===== config.mk =====
export PLATFORM = sky130hd
export DESIGN_NAME = sequential_simple_sub_circuit
export DESIGN_NICKNAME = d
export VERILOG_FILES = /design/src/rtl/sequential_simple_sub_circuit.sv
export SDC_FILE = /design/constraint.sdc
export NUM_CORES = 1
export LEC_CHECK = 0
export BUFFER_PORTS_ARGS = -buffer_cell sky130_fd_sc_hd__buf_4
export CAP_MARGIN = 20
export CORE_UTILIZATION = 35
export CTS_BUF_LIST = sky130_fd_sc_hd__clkbuf_2 sky130_fd_sc_hd__clkbuf_4 sky130_fd_sc_hd__clkbuf_8
export CTS_CLUSTER_DIAMETER = 50
export CTS_CLUSTER_SIZE = 40
export DETAILED_ROUTE_END_ITERATION = 8
export GPL_TIMING_DRIVEN = 0
export PLACE_DENSITY_LB_ADDON = 0.12
export SYNTH_ARGS = -nofsm -noshare
export SYNTH_HDL_FRONTEND = slang
export SYNTH_SLANG_ARGS = --single-unit

===== constraint.sdc =====
create_clock -name CLK -period 3.46 [get_ports CLK]
set_clock_uncertainty 0.1 [all_clocks]
set_input_delay 0.692 -clock CLK [delete_from_list [all_inputs] [get_ports CLK]]
set_output_delay 0.692 -clock CLK [all_outputs]
set_load 0.02 [all_outputs]

===== src/rtl/sequential_simple_sub_circuit.sv =====
// rtl/sequential_simple_sub_circuit.sv - registered O0 = I0 - DEC stage with 2-entry skid buffer (optional tx_count via SEQ_SUB_COUNT_EN)
module sequential_simple_sub_circuit #(
  parameter int WIDTH = 8,
  parameter int DEC   = 1,
  parameter int CNT_W = 16
) (
  input  logic             CLK,
  input  logic             ASYNCRESETN,
  input  logic             CE,
  input  logic [WIDTH-1:0] I0,
  input  logic             valid_data_in,
  output logic             ready_data_in,
  output logic [WIDTH-1:0] O0,
  output logic             valid_data_out,
  input  logic             ready_data_out
`ifdef SEQ_SUB_COUNT_EN
  ,
  output logic [CNT_W-1:0] tx_count
`endif
);

  // Only the low WIDTH bits of DEC take part in the subtraction.
  localparam logic [WIDTH-1:0] DEC_W = WIDTH'(DEC);

  // Encoding is {main_v, skid_v}, so the outputs come straight off state flops.
  typedef enum logic [1:0] {
    EMPTY = 2'b00,
    ONE   = 2'b10,
    FULL  = 2'b11
  } state_t;

  state_t           state;
  state_t           state_n;
  logic [WIDTH-1:0] skid_q;
  logic [WIDTH-1:0] dec_in;
  logic             acc;
  logic             emt;
  logic             load_main_in;
  logic             load_main_skid;
  logic             load_skid;

  // Reject nonsensical widths at elaboration time.
  if (WIDTH < 1) begin : g_bad_width
    $error("WIDTH must be at least 1");
  end
  if (CNT_W < 1) begin : g_bad_cnt_w
    $error("CNT_W must be at least 1");
  end

  assign dec_in         = I0 - DEC_W;
  assign valid_data_out = state[1];
  assign ready_data_in  = ~state[0];
  assign acc            = CE & valid_data_in & ready_data_in;
  assign emt            = CE & valid_data_out & ready_data_out;

  // State register; reset discards anything buffered.
  always_ff @(posedge CLK or negedge ASYNCRESETN) begin
    if (!ASYNCRESETN) begin
      state <= EMPTY;
    end else begin
      state <= state_n;
    end
  end

  // Next state and data-path load selects from the accept/emit pair.
  always_comb begin
    state_n        = state;
    load_main_in   = 1'b0;
    load_main_skid = 1'b0;
    load_skid      = 1'b0;
    case (state)
      EMPTY: begin
        if (acc) begin
          load_main_in = 1'b1;
          state_n      = ONE;
        end
      end
      ONE: begin
        if (acc && emt) begin
          load_main_in = 1'b1;
        end else if (acc) begin
          load_skid = 1'b1;
          state_n   = FULL;
        end else if (emt) begin
          state_n = EMPTY;
        end
      end
      FULL: begin
        if (emt) begin
          load_main_skid = 1'b1;
          state_n        = ONE;
        end
      end
      default: begin
        state_n = EMPTY;
      end
    endcase
  end

  // Main output register; holds its value whenever nothing is loaded.
  always_ff @(posedge CLK or negedge ASYNCRESETN) begin
    if (!ASYNCRESETN) begin
      O0 <= '0;
    end else if (load_main_in) begin
      O0 <= dec_in;
    end else if (load_main_skid) begin
      O0 <= skid_q;
    end
  end

  // Skid register catches the word accepted while the output is stalled.
  always_ff @(posedge CLK or negedge ASYNCRESETN) begin
    if (!ASYNCRESETN) begin
      skid_q <= '0;
    end else if (load_skid) begin
      skid_q <= dec_in;
    end
  end

`ifdef SEQ_SUB_COUNT_EN
  // Count completed output transfers, wrapping naturally.
  always_ff @(posedge CLK or negedge ASYNCRESETN) begin
    if (!ASYNCRESETN) begin
      tx_count <= '0;
    end else if (emt) begin
      tx_count <= tx_count + CNT_W'(1);
    end
  end
`endif

endmodule

==> results.yml <==
synth:
  synth_compound_gate_area_share_pct: 10.0
  syn-mean-instance-area_um2: 10.3
  yosysMostFrequentCell: "sky130_fd_sc_hd__dfrtp_1"
  yosys.area_share.xor_xnor_pct: 6.07
  synth_top_cell_by_area: "sky130_fd_sc_hd__dfrtp_1"
  synth_area_leaders: "sky130_fd_sc_hd__dfrtp_1, sky130_fd_sc_hd__mux2_2, sky130_fd_sc_hd__ha_1"
  synth_top_family_by_area: "simple AND/OR/NAND/NOR gates"
  ys_async_sr_fraction_pct: 100
  synth.distinct_cells: 28
  synth-adder-area-share_pct: 6.20
  synth_simple_gate_area_share_pct: 15.1
  yosys_most_used_dff: "sky130_fd_sc_hd__dfrtp_1"
  synth.top_cells.by_count: "sky130_fd_sc_hd__dfrtp_1, sky130_fd_sc_hd__nand2_1, sky130_fd_sc_hd__o21ai_0"
  mappedNetlistArea_um2: 1010
  yosysSeqAreaShare_pct: 44.6
  number_of_enable_type_register_cells_in_the_synthesized_netlist: 0
  synth_mux_area_share_pct: 14.4
  synth_fp_nets: 116
  yosysWarnings: 0
  synth-seq-cells: 18
  postSynthCellCount: 98
  synth_top_cell_area_share_pct: 44.6
clock_tree:
  clock_insertion_delay_worst_skew_ps: 290
  ctsLongestPathBuffers: 2
  post-cts-setup-buffer-count: 0
  cts.reportedPaths.clkPinSlew_ps: 100
  cts-resized-gates: 0
  tritoncts: "yes"
  htreeDepth: 1
  cts_hold_repair.buffers: 0
  root_buffer: "sky130_fd_sc_hd__clkbuf_4"
  clkSinkCount: 18
  cts_made_buffers: 3
die:
  die_x_um: 55.7
  fp.dieH_um: 55.7
  total_die_area_um2: 3100
  row_count: 19
  starting_density_of_the_core_pct: 36.9
  ios: 23
  fp.coreArea_um2: 2730
detailed_routing:
  initial_drt_markers: 14
  via_per_inst: 4.93
  avgRoutedWirePerCell_um: 12.6
  drtPass1Iterations: 3
  drt_wl_total_um: 1940
  antenna_violating_nets_post_route: 0
  vias: 759
  drc_errors: 0
place:
  placed_area_um2: 1210
  gp_congestion: 0.752
  hpwl_um: 1500
  io_buffers: 21
timing:
  post-route-period-util_pct: 54.5
  finalSetupViolations: 0
  worst_pin_slew_ps: 361
  rsz0062_at_grt: "no"
  setup-tns-final_ps: 0
  slew-limit-headroom_pct: 75.9
  slew_viol_final: 0
  timing_hold_violations_final: 0
  clock.fmax_ghz: 0.530
  final_period_minus_worst_setup_slack_ps: 1890
grt:
  grt_pass1_wl_um: 3560
  gr-usage-met1_pct: 20.7
  use_met3_pct: 3.02
  grt_overflow: 0
  via_count_of_the_first_global_routing_pass: 770
  use_met2_pct: 21.7
  grt_busiest_layer: "met2"
  grt_antenna_before_repair: 0
  grt_start_max_net_pins: 19
  grt.total_usage_pct: 14.7
job:
  drv.max_cap_violation_count: 0
worst_setup_path:
  timing.setup.critical_path_class: "flop to flop"
  path_max_fanout: 10
  setup.worst_path.end_class: "flop"
  critical_path_required_ps: 3530
  critPathLaunchType: "flop"
  worst-endpoint-arrival_ps: 1960
finish:
  post-route-cell-area_um2: 1240
  flow.area_growth_from_synthesis_pct: 23.0
  n_antenna_cell: 0
  final_layout_size_suffix_gt1_share_pct: 34.1
  post-route-util_pct: 45.4
  num-nets-final: 142
  filler_cell_count: 280
power_and_ir_drop:
  p_per_area_nw_per_um2: 758
  total_leakage_power_nw: 0.608
  vdd.ir_drop.worst_uv: 393
status:
  status: "complete, no violations"
min_path:
  hold_class: "input pin to asynchronous set/reset pin"
-- final timing paths --
check	cells after the start	start	to	slack (ps)
min reg2reg	2	skid_q[0]$_DFFE_PN0P_	skid_q[0]$_DFFE_PN0P_	390
max reg2reg	6	state[0]$_DFFE_PN0P_	O0[6]$_DFFE_PN0P_	1570
max in group asynchronous	1	ASYNCRESETN	O0[6]$_DFFE_PN0P_	2910
max	6	state[0]$_DFFE_PN0P_	O0[6]$_DFFE_PN0P_	1570
min	1	ASYNCRESETN	state[0]$_DFFE_PN0P_	150
min in group CLK	2	skid_q[0]$_DFFE_PN0P_	skid_q[0]$_DFFE_PN0P_	390
-- kinds of logic (layout without fill, tap and decap cells) --
logic type                 after synthesis  count (layout)
buffers and inverters                    8              33
adders and majority gates                5               5
AOI/OAI and AO/OA                       17              17
xor gates and xnor gates                 7               7
DFF                                     18              18
muxes                                   13              13
and+or+nand+nor                         30              30
-- registers in the layout, indices dropped and copies added, names as in the netlist --
| name | flops |
|---|---|
| O0 | 8 |
| skid_q | 8 |
| state | 2 |
-- area by class of cell --
class,count,area [µm²],share of cell area [%]
Multi-Input combinational cell,72,523,42.1
Sequential cell,18,450,36.3
Timing Repair Buffer,21,158,12.7
Tap cell,31,38.8,3.12
Clock buffer,4,36.3,2.92
Inverter,5,18.8,1.51
Buffer,3,17.5,1.41
-- through the flow --
step,instances,setup slack [ps],power (mW),hold WS (ps)
floorplan,98,1700,0.665,296
global placement,150,1450,0.814,361
detailed placement,150,1440,0.826,372
CTS,154,1560,0.956,148
global route,154,1430,1.03,142
finish,154,1570,0.942,149
-- layer usage --
layer	vias up	part of all wire [%]
li1	387	-
met1	352	52
met2	18	43
met3	2	4.3
met4	0	0.67
met5	-	0
-- cells in the final DEF, fill, tap and decap left out --
cell type	n
sky130_fd_sc_hd__nor3_1	2
sky130_fd_sc_hd__nand4_1	1
sky130_fd_sc_hd__ha_1	5
sky130_fd_sc_hd__nand4_2	1
sky130_fd_sc_hd__o21ai_1	1
sky130_fd_sc_hd__o21ai_0	8
sky130_fd_sc_hd__nor4_1	1
sky130_fd_sc_hd__clkbuf_8	1
sky130_fd_sc_hd__buf_2	1
sky130_fd_sc_hd__xor2_1	2
sky130_fd_sc_hd__a22oi_2	1
sky130_fd_sc_hd__inv_1	5
sky130_fd_sc_hd__mux2_1	1
sky130_fd_sc_hd__mux2_2	7
sky130_fd_sc_hd__clkbuf_2	1
sky130_fd_sc_hd__a41oi_1	1
sky130_fd_sc_hd__dfrtp_1	18
sky130_fd_sc_hd__buf_4	22
sky130_fd_sc_hd__a22o_2	1
sky130_fd_sc_hd__nand3_1	2
sky130_fd_sc_hd__a21oi_1	5
sky130_fd_sc_hd__nor2_2	1
sky130_fd_sc_hd__clkbuf_4	3
sky130_fd_sc_hd__mux2i_1	4
sky130_fd_sc_hd__xnor2_1	5
sky130_fd_sc_hd__nor3b_2	1
sky130_fd_sc_hd__nor2_1	6
sky130_fd_sc_hd__mux2_4	1
sky130_fd_sc_hd__nor2b_4	1
sky130_fd_sc_hd__nand2_1	14
-- power by group --
part / total, mW / leakage [nW] / internal, mW / switching, mW
clock network: 0.127 / 0.0210 / 0.0641 / 0.0630
registers: 0.379 / 0.217 / 0.311 / 0.0681
logic: 0.436 / 0.370 / 0.211 / 0.225
-- worst max-delay path, cell delays in order (launching register included) --
cell,delay [ps]
sky130_fd_sc_hd__dfrtp_1,460
sky130_fd_sc_hd__inv_1,130
sky130_fd_sc_hd__ha_1,220
sky130_fd_sc_hd__a41oi_1,140
sky130_fd_sc_hd__nor2_2,290
sky130_fd_sc_hd__buf_2,290
sky130_fd_sc_hd__o21ai_0,130
Power figures use the tool's default switching activity.
